--- src/rtl/prbs_burst_if.sv ---
// prbs_burst_if: control, status and bit-stream signals of the PRBS burst sequencer
interface prbs_burst_if #(parameter int LEN_W = 8);
    logic             start;
    logic             cont;
    logic [3:0]       seed_in;
    logic [LEN_W-1:0] len_in;
    logic             abort;
    logic             bit_out;
    logic             bit_valid;
    logic             bit_ready;
    logic             busy;
    logic             done;
    logic             aborted;
    logic             seed_err;
    logic [LEN_W-1:0] count;
    modport master (
        output start, cont, seed_in, len_in, abort, bit_ready,
        input  bit_out, bit_valid, busy, done, aborted, seed_err, count
    );
    modport slave (
        input  start, cont, seed_in, len_in, abort, bit_ready,
        output bit_out, bit_valid, busy, done, aborted, seed_err, count
    );
endinterface

--- src/rtl/prbs_burst_ctrl.sv ---
// prbs_burst_ctrl: emits a programmed-length burst of x^4+x^3+1 PRBS bits over valid/ready
module prbs_burst_ctrl #(parameter int LEN_W = 8) (
    input logic         clk,
    input logic         rst,
    prbs_burst_if.slave bus
);
    typedef enum logic [1:0] {IDLE, RUN, DONE} state_t;
    state_t           state, state_nx;
    logic [3:0]       lfsr;
    logic [LEN_W-1:0] len, count, count_inc;
    logic             xfer, ab_q, serr, accept;
    assign accept    = state == IDLE && bus.start;
    assign xfer      = state == RUN && bus.bit_ready;
    assign count_inc = count + 1'b1;
    always_ff @(posedge clk)
        state <= rst ? IDLE : state_nx;
    always_comb begin
        state_nx = state;
        if (accept)
            state_nx = bus.len_in == '0 ? DONE : RUN;
        else if (state == RUN && (bus.abort || (xfer && count_inc == len)))
            state_nx = DONE;
        else if (state == DONE)
            state_nx = IDLE;
    end
    // A zero seed would lock the LFSR, so it is replaced by all-ones and flagged.
    always_ff @(posedge clk) begin
        if (rst) begin
            lfsr  <= 4'hF;
            len   <= '0;
            count <= '0;
            serr  <= 1'b0;
            ab_q  <= 1'b0;
        end else begin
            ab_q <= state == RUN && bus.abort;
            if (accept) begin
                len   <= bus.len_in;
                count <= '0;
                serr  <= !bus.cont && bus.seed_in == 4'h0;
                if (!bus.cont)
                    lfsr <= bus.seed_in == 4'h0 ? 4'hF : bus.seed_in;
            end else if (xfer) begin
                count <= count_inc;
                lfsr  <= {lfsr[0] ^ lfsr[1], lfsr[3], lfsr[2], lfsr[1]};
            end
        end
    end
    assign bus.bit_out   = lfsr[0];
    assign bus.bit_valid = state == RUN;
    assign bus.busy      = state == RUN;
    assign bus.done      = state == DONE;
    assign bus.aborted   = ab_q;
    assign bus.seed_err  = serr;
    assign bus.count     = count;
endmodule
--- src/flat_wrapper.sv ---
// flat-port wrapper written by rule: the top's interface ports become plain ports
module prbs_burst_ctrl_flat 
#(parameter int LEN_W = 8)
  (clk, rst, bus_start, bus_cont, bus_seed_in, bus_len_in, bus_abort, bus_bit_ready, bus_bit_out, bus_bit_valid, bus_busy, bus_done, bus_aborted, bus_seed_err, bus_count);
  prbs_burst_if #(.LEN_W(LEN_W)) bus_i ();
  input logic clk;
  input logic rst;
  input wire logic [$bits(bus_i.start)-1:0] bus_start;
  input wire logic [$bits(bus_i.cont)-1:0] bus_cont;
  input wire logic [$bits(bus_i.seed_in)-1:0] bus_seed_in;
  input wire logic [$bits(bus_i.len_in)-1:0] bus_len_in;
  input wire logic [$bits(bus_i.abort)-1:0] bus_abort;
  input wire logic [$bits(bus_i.bit_ready)-1:0] bus_bit_ready;
  output wire logic [$bits(bus_i.bit_out)-1:0] bus_bit_out;
  output wire logic [$bits(bus_i.bit_valid)-1:0] bus_bit_valid;
  output wire logic [$bits(bus_i.busy)-1:0] bus_busy;
  output wire logic [$bits(bus_i.done)-1:0] bus_done;
  output wire logic [$bits(bus_i.aborted)-1:0] bus_aborted;
  output wire logic [$bits(bus_i.seed_err)-1:0] bus_seed_err;
  output wire logic [$bits(bus_i.count)-1:0] bus_count;
  assign bus_i.start = bus_start;
  assign bus_i.cont = bus_cont;
  assign bus_i.seed_in = bus_seed_in;
  assign bus_i.len_in = bus_len_in;
  assign bus_i.abort = bus_abort;
  assign bus_i.bit_ready = bus_bit_ready;
  assign bus_bit_out = bus_i.bit_out;
  assign bus_bit_valid = bus_i.bit_valid;
  assign bus_busy = bus_i.busy;
  assign bus_done = bus_i.done;
  assign bus_aborted = bus_i.aborted;
  assign bus_seed_err = bus_i.seed_err;
  assign bus_count = bus_i.count;
  prbs_burst_ctrl #(.LEN_W(LEN_W)) u_core (.clk(clk), .rst(rst), .bus(bus_i));
endmodule
--- config.mk ---
export PLATFORM = sky130hd
export DESIGN_NAME = prbs_burst_ctrl_flat
export DESIGN_NICKNAME = d
export VERILOG_FILES = /design/src/rtl/prbs_burst_if.sv /design/src/rtl/prbs_burst_ctrl.sv /design/src/flat_wrapper.sv
export SDC_FILE = /design/constraint.sdc
export NUM_CORES = 1
export LEC_CHECK = 0
export CAP_MARGIN = 30
export CELL_PAD_IN_SITES_DETAIL_PLACEMENT = 0
export CELL_PAD_IN_SITES_GLOBAL_PLACEMENT = 2
export CORE_MARGIN = 2
export CORE_UTILIZATION = 28
export CTS_BUF_LIST = sky130_fd_sc_hd__clkbuf_4
export CTS_CLUSTER_SIZE = 40
export DETAILED_ROUTE_END_ITERATION = 16
export GPL_TIMING_DRIVEN = 0
export PLACE_DENSITY = 0.83
export SLEW_MARGIN = 20
export SYNTH_ARGS = -nofsm -noshare
export SYNTH_HDL_FRONTEND = slang
export SYNTH_SLANG_ARGS = --single-unit
--- constraint.sdc ---
create_clock -name clk -period 2.3 [get_ports clk]
set_clock_uncertainty 0.2 [all_clocks]
set_input_delay 0.23 -clock clk [delete_from_list [all_inputs] [get_ports clk]]
set_output_delay 0.23 -clock clk [all_outputs]
set_load 0.01 [all_outputs]
# == After elaboration in Yosys (flattened, before gate mapping) ==
# Index checks and enable logic that the tools add are counted.
# word_totals
register_bits,24
out_inout_bits,14
elab_cells,35
# classes
addsub,1
eq_ne,4
n_mux,8
bitwise,1
reduce_logical,15
# ops
cell,n
4-bit two-way mux,4
"8-bit by 1-bit adder with 8-bit output, second input constant",1
8-bit == test,1
8-bit zero test,1
2-bit two-way mux,4
1-bit logical AND,6
4-bit zero test,1
3-bit nonzero test,1
"2-bit by 1-bit == test with 1-bit output, second input constant",1
"2-bit == test, second input constant",1
2-bit zero test,1
"2-bit != test, second input constant",1
2-bit AND reduction,1
2-bit nonzero test,1
2-bit OR reduction,1
1-bit zero test,1
1-bit logical OR,1
1-bit XOR,1

# == Depth between registers and ports, before layout ==
# Gate-level depths: netlist of the first run.
# logic_depth
ltp_word,7
mapped_depth,6

# == Worst setup path before layout of the first run ==
# OpenSTA, ideal clock, no wires.
# synth_path
kind,flip-flop to flip-flop
start,register u_core.count[0] (netlist: u_core.bus.count[0])
end,register u_core.state[1]
stages_incl_launch_ff,7
setup_ps,59
path_buffers,0
required_time_ps,2041
t_arrival_ps,1468
synth_period_minus_slack_ps,1727
setup_slack_ps,573
cell_sequence,dfxtp_1 -> ha_1 -> xor2_1 -> nor3_1 -> nand3_1 -> nor3_1 -> a31o_1
# synth_via
elab_chain_len,7
# synth_rtl
item,line_no,source
"start, declared",prbs_burst_ctrl.sv:10,"logic [LEN_W-1:0] len, count, count_inc;"
"start signal, assigned",prbs_burst_ctrl.sv:43,count <= count_inc;
8-bit by 1-bit adder with 8-bit output (*),prbs_burst_ctrl.sv:14,assign count_inc = count + 1'b1;
net u_core.count_inc[1],prbs_burst_ctrl.sv:10,
8-bit == test (*),prbs_burst_ctrl.sv:21,else if (state == RUN && (bus.abort || (xfer && count_inc == len)))
1-bit logical AND (*),prbs_burst_ctrl.sv:21,
1-bit logical OR (*),prbs_burst_ctrl.sv:21,
1-bit logical AND (*),prbs_burst_ctrl.sv:21,
2-bit two-way mux,prbs_burst_ctrl.sv:21,
2-bit two-way mux,prbs_burst_ctrl.sv:19,if (accept)
"end signal, assigned",prbs_burst_ctrl.sv:16,state <= rst ? IDLE : state_nx;
"end, declared",prbs_burst_ctrl.sv:8,"state_t state, state_nx;"
# Mark *: on every way through the listed nets, which the timed path passes. The rest lies on a longest branch.
# A chain may end at the register's enable or synchronous reset.

# == Worst setup path after layout of the first run ==
# layout_path
start,register u_core.state[0]
end,output bus_busy
# layout_via
elab_chain_len,1
# layout_rtl
item,line_no,source
2-bit by 1-bit == test with 1-bit output,prbs_burst_ctrl.sv:50,assign bus.busy = state == RUN;
"end, declared",flat_wrapper.sv:16,output wire logic [$bits(bus_i.busy)-1:0] bus_busy;
# Every way passes these cells.

==> results.md, run 1 <==
* Outcome: finished clean
* Non-filler cells in the finished layout at 234
* Worst Path Required at 1.87 ns
* Latest clock arrival within the worst-skew pair at around 0.31 ns
* Post-Route Utilization at 0.393
* CP endpoint kind: output port
* Ant. Diodes at 0
* Synth area leader: dfxtp_1
* Top post-synthesis cells by area: dfxtp_1, nand2_1, xnor2_1, a21oi_1, xor2_1
* H-tree Lvls at 1
* Core footprint at ~4100 um^2
* Number of DRC markers in iteration 0 at 28
* Post-synth cell types at 35
* Initial antenna violation count at 0
* Initial Utilization at 0.295
* Global-route wire length before repair at approximately 4800 um
* FMAX at roughly 490 MHz
* Row count at 23
* VDD IR max at roughly 0.17 mV
* Syn avg cell area at about 8.1 um^2
* Min-Delay Endpoint: u_core.len[7]$_SDFFE_PP0P_
* Layout area overhead at 33.1%
* Total GRT Usage at 0.121
* Final Hold Viols at 0
* Total negative slack at 0 ns
* WL final at about 2900 um
* CP Launch Type: flop
* Max-Cap Viols at 0
* Final min period at slightly above 2 ns
* Die area at about 4900 um^2
* CTS buffer count at 3
* Relative slew slack at 0.686
* Synth Flop Type: dfxtp_1
* Placed cell area at 1580 um^2
* Most frequent cell after synthesis: nand2_1
* Max incr delay on CP at 0.52 ns
* Cts repair resizes at 0
* Register area share after synthesis at 0.398
* Vias in the first global route at roughly 1.0k
* Yosys warning total at 0
* Post-synth top cells: nand2_1, dfxtp_1, a21oi_1
* Cell area after synthesis at ~1200 um^2
* Antenna Nets Post-Route at 0
* Total global routing overflow at 0
* Worst reg-to-reg path cell count at 6
* RSZ-0062 raised after global routing: no
* CP Data Arrival Time at ~1.6 ns
* Crit Path Max Fanout at 6
* Routing usage on met1 at 0.160
* Measured slew at the worst slew-check pin at 0.471 ns
* Clk slew on worst S/H paths at around 0.13 ns
* Syn nets at 168
* GR Util met2 at 0.193
* Worst Hold Launch: bus_len_in[7]
* Setup bufs post-CTS at 0
* PwrDens at approximately 510 nW/um^2
* Tcrit/Tclk final at 0.895
* Routed length per instance at between 10 and 15 um
* Max Slew Vio Count at 0
* Flops & latches, synth at 24
* Critical path class: reg -> out
* RD Place Congestion at about 0.8
* Pin count of the biggest net entering global routing at 14
* Hold Path Depth at 3
* Top cell type's share of synthesized area at 0.398
* Number of buffers added on ports at 31
* Die X at 69.7 um
* CTS max path bufs at 2
* Gr busiest metal: met2
* Nets@finish at a little over 200
* Mapped Cells at 149
* Drt first pass iters at 4
* Async S/R FF share, synth at 0
* # clock sinks at 24
* Design area at 1610 um^2
* Die height at between 60 and 70 um
* Crit Reg-Reg Endpoint: u_core.state[1]$_SDFFE_PP0P_
* CTS tree: done
* Placed Instances at 230
* Cell leakage power at between 0.5 and 0.6 nW
* Worst Path Buf+Inv at 3
* Top delay family on crit path: buffers and inverters
* # IOs at 32
* Share of layout cells above drive strength 1 at 0.0652
* # DRC at 0
* R2r setup slk at around 0.40 ns
* Hold WC Path Type: in -> reg
* Grt met3 use at 0.0203
* Max stage delay cell, worst path: clkdlybuf4s50_1
* Finish-stage setup viols at 0
* Avg Vias per Cell at ~4.8
* Post-synth EDFFs at 0
* Post-DP HPWL at between 2000 and 2500 um
* Vias at ~1.1k
* Clock root buffer master: clkbuf_4
* Critical Path, Cell by Cell: inv_2 > nor2_4 > buf_4 > clkdlybuf4s50_1
* Fillers at around 430
* Post-CTS Hold Buffers at 0
* RR Startpoint: u_core.bus.count[0]$_SDFFE_PP0P_
worst min-delay path: stages:
cell and delay [ns]:
clkdlybuf4s50_1 0.42, nand2_1 0.06, a21oi_1 0.05
through the flow:
stage	setup slack [ns]	hold slack [ns]	power, W
floorplan	0.573	0.166	0.000563
global placement	0.190	0.262	0.000635
detailed placement	0.172	0.263	0.000638
CTS	0.214	0.269	0.000828
global route	0.120	0.289	0.000862
finish	0.242	0.282	0.000813
final cells by class:
class,count,area [um^2],area share
Tap cell,50,62.6,0.0389
Clock buffer,3,22.5,0.0140
Inverter,4,15.0,0.00935
Timing Repair Buffer,31,310,0.193
Clock inverter,1,3.75,0.00234
Multi-Input combinational cell,115,682,0.424
Buffer,6,30.0,0.0187
Sequential cell,24,480,0.299
kinds of logic after synthesis:
group                      synth area share
AOI/OAI and AO/OA                     0.174
muxes                               0.00829
adders and majority gates            0.0104
xor gates and xnor gates              0.109
buffers and inverters                0.0373
DFF                                   0.398
and+or+nand+nor                       0.263
report_power, final:
part	leakage (nW)	switching, W	total (W)	internal (W)
registers	0.196	0.0000197	0.000458	0.000439
logic	0.363	0.0000816	0.000169	0.0000876
clock network	0.0154	0.000122	0.000185	0.0000632
total	0.574	0.000223	0.000813	0.000590
per-layer routing:
layer | vias to the layer above | part of all wire | routed length [um]
met1 | 500 | 0.50 | 1450
li1 | 595 | - | -
met5 | - | 0 | 0
met3 | 6 | 0.035 | 102
met4 | 0 | 0.020 | 59
met2 | 22 | 0.44 | 1280
state kept, by name (all words and copies together) (netlist names):
register,cells
u_core.state,2
u_core.bus.aborted,1
u_core.bus.count,8
u_core.lfsr,4
u_core.len,8
u_core.bus.seed_err,1
worst max path at each step:
stage	end	slack [ns]	cells past startpoint	from
after global routing	bus_busy	0.12	4	u_core.state[0]$_SDFFE_PP0P_
after floorplan	u_core.state[1]$_SDFFE_PP0P_	0.57	6	u_core.bus.count[0]$_SDFFE_PP0P_
final	bus_busy	0.24	4	u_core.state[0]$_SDFFE_PP0P_
after global placement	u_core.state[1]$_SDFFE_PP0P_	0.19	6	bus_len_in[7]
after detailed placement	u_core.state[1]$_SDFFE_PP0P_	0.17	6	bus_len_in[3]
after CTS	bus_busy	0.21	4	u_core.state[0]$_SDFFE_PP0P_
layout by cell type (no fill, tap or decap), types with 2 or more instances in the layout:
master | netlist | final
or3_1 | 3 | 3
nand2_1 | 26 | 26
o211ai_1 | 5 | 5
xnor2_1 | 8 | 8
nor3_1 | 5 | 5
buf_2 | 3 | 3
nand2b_1 | 3 | 3
inv_1 | 3 | 3
or4_1 | 2 | 2
dfxtp_1 | 24 | 24
and3_1 | 2 | 2
o22ai_1 | 4 | 4
clkdlybuf4s50_1 | 0 | 31
a21oi_1 | 13 | 13
nor2_1 | 10 | 10
o21ai_0 | 5 | 5
a31oi_1 | 2 | 2
xor2_1 | 7 | 7
nand3_1 | 6 | 6
clkbuf_1 | 2 | 2
clkbuf_4 | 0 | 3
(Power assumes the default switching activity.)
==> run 2: changes to the inputs <==
- CAP_MARGIN: 30 -> 20
- MAX_ROUTING_LAYER: default -> met4
==> results.md, run 2 (synthesis results as in run 1) <==
* Clock root buffer master: clkbuf_4
* Finish-stage setup viols at 0
* Post-CTS Hold Buffers at 0
* # clock sinks at 24
* Vias at about 1.1k
* Initial Utilization at 0.295
* Biggest regs: u_core.bus.count: 8 flops, u_core.len: 8 flops, u_core.lfsr: 4 flops
* Core footprint at slightly above 4000 um^2
* Share of power burned in registers at 0.562
* Clock share of power at 0.230
* CTS buffer count at 3
* Post-DP HPWL at about 2300 um
* Antenna Nets Post-Route at 0
* Row count at 23
* Total GRT Usage at 0.125
* PwrDens at between 500 and 600 nW/um^2
* Hold slack at 0.282 ns
* NetSw at roughly 0.00023 W
* Ant. Diodes at 0
* H-tree Lvls at 1
* Die height at 69.7 um
* Worst Path Buf+Inv at 3
* Combinational fraction of design power at 0.208
* Worst Path Required at approximately 1.9 ns
* Clk slew on worst S/H paths at roughly 0.13 ns
* # DRC at 0
* Max-Cap Viols at 0
* Setup bufs post-CTS at 0
* CTS max path bufs at 2
* CTS tree: done
* Share of layout cells above drive strength 1 at 0.0652
* Avg Vias per Cell at 4.82
* Outcome: finished clean
* Hold WC Path Type: reg -> reg
* RSZ-0062 raised after global routing: no
* Measured slew at the worst slew-check pin at ~0.47 ns
* Layout area overhead at 33.1%
* Max incr delay on CP at approximately 0.52 ns
* Critical path class: reg -> out
* Final min period at 2.06 ns
* Cts repair resizes at 0
* Critical Path, Cell by Cell: inv_2 > nor2_4 > buf_4 > clkdlybuf4s50_1
* Leading cell type in the layout, fill and taps excluded: clkdlybuf4s50_1
* Die X at about 70 um
* Cell leakage power at roughly 0.57 nW
* Post-Route Utilization at 0.393
* Die area at roughly 4900 um^2
* Internal at roughly 0.00059 W
* Number of DRC markers in iteration 0 at 28
* VDD IR max at ~0.17 mV
* Total negative slack at 0 ns
* Max Slew Vio Count at 0
* Drt first pass iters at 4
* Number of buffers added on ports at 31
* Pin count of the biggest net entering global routing at 14
* CP Data Arrival Time at roughly 1.6 ns
* Global-route wire length before repair at 4770 um
* Crit Path Max Fanout at 6
* Max stage delay cell, worst path: clkdlybuf4s50_1
* FMAX at roughly 480 MHz
* RD Place Congestion at between 0.8 and 0.9
* Overall power at just over 0.0008 W
* Highest-count cells in the layout ignoring fill and taps: clkdlybuf4s50_1, nand2_1, dfxtp_1, a21oi_1, nor2_1
* Nets@finish at between 200 and 250
* WL final at 2910 um
* Fillers at ~430
* Latest clock arrival within the worst-skew pair at between 0.3 and 0.4 ns
* Total global routing overflow at 0
* Routed length per instance at between 10 and 15 um
* CP Launch Type: flop
* Initial antenna violation count at 0
* Relative slew slack at 0.683
* Vias in the first global route at 1041
* # IOs at 32
* Switching part of the total power at 0.277
* Tcrit/Tclk final at 0.898
* Top delay family on crit path: buffers and inverters
* CP endpoint kind: output port
* Final Hold Viols at 0
-- run 2: through the flow --
stage	setup WS [ns]	instance area, um^2	std cells
2_1_floorplan	0.573	1210	149
3_3_place_gp	0.190	1580	230
3_5_place_dp	0.172	1580	230
4_1_cts	0.214	1610	234
5_1_grt	0.120	1610	234
6_report	0.235	1610	234
-- run 2: final timing paths --
| kind | start | end | slack, ns | cells past startpoint |
|---|---|---|---|---|
| worst min-delay path | u_core.len[3]$_SDFFE_PP0P_ | u_core.len[3]$_SDFFE_PP0P_ | 0.28 | 2 |
| worst min register to register | u_core.len[3]$_SDFFE_PP0P_ | u_core.len[3]$_SDFFE_PP0P_ | 0.28 | 2 |
| worst max-delay path | u_core.state[0]$_SDFFE_PP0P_ | bus_busy | 0.24 | 4 |
| worst max register to register | u_core.bus.count[0]$_SDFFE_PP0P_ | u_core.state[1]$_SDFFE_PP0P_ | 0.41 | 6 |
-- run 2: cell type report --
cell class,instances,area [um^2],area share
Buffer,6,30.0,0.0187
Clock buffer,3,22.5,0.0140
Clock inverter,1,3.75,0.00234
Inverter,4,15.0,0.00935
Multi-Input combinational cell,115,682,0.424
Sequential cell,24,480,0.299
Tap cell,50,62.6,0.0389
Timing Repair Buffer,31,310,0.193
-- run 2: per-layer routing --
metal | vias to the layer above | GRT usage | part of all wire
met2 | 28 | 0.193 | 0.44
li1 | 593 | - | -
met1 | 500 | 0.161 | 0.50
met5 | - | - | 0
met4 | 0 | 0.0534 | 0.020
met3 | 6 | 0.0189 | 0.038
-- run 2: power by group through the flow --
stage / clock network, W / logic (W) / registers, W
2_1_floorplan: 0 / 0.0000980 / 0.000465
3_3_place_gp: 0 / 0.000168 / 0.000467
3_5_place_dp: 0 / 0.000171 / 0.000467
4_1_cts: 0.000198 / 0.000171 / 0.000458
5_1_grt: 0.000214 / 0.000186 / 0.000462
6_report: 0.000188 / 0.000169 / 0.000459
-- run 2: worst reg2reg max path: stages, from the launching register on --
cell	delay, ns
dfxtp_1	0.47
ha_1	0.29
xor2_1	0.17
nor3_1	0.16
nand3_1	0.13
nor3_1	0.25
a31o_1	0.17
==> run 3: changes to the inputs <==
==> constraint.sdc (replaced) <==
create_clock -name clk -period 2.3 [get_ports clk]
set_clock_uncertainty 0.2 [all_clocks]
set_input_delay 0.23 -clock clk [delete_from_list [all_inputs] [get_ports clk]]
set_output_delay 0.23 -clock clk [all_outputs]
set_load 0.02 [all_outputs]
==> results of run 3 <==
The final DEF is identical to that of run 2. Status: finished clean.
Among the figures that moved: setup slack after layout 0.235 ns -> 0.167 ns; total power 0.000816 W -> 0.000822 W
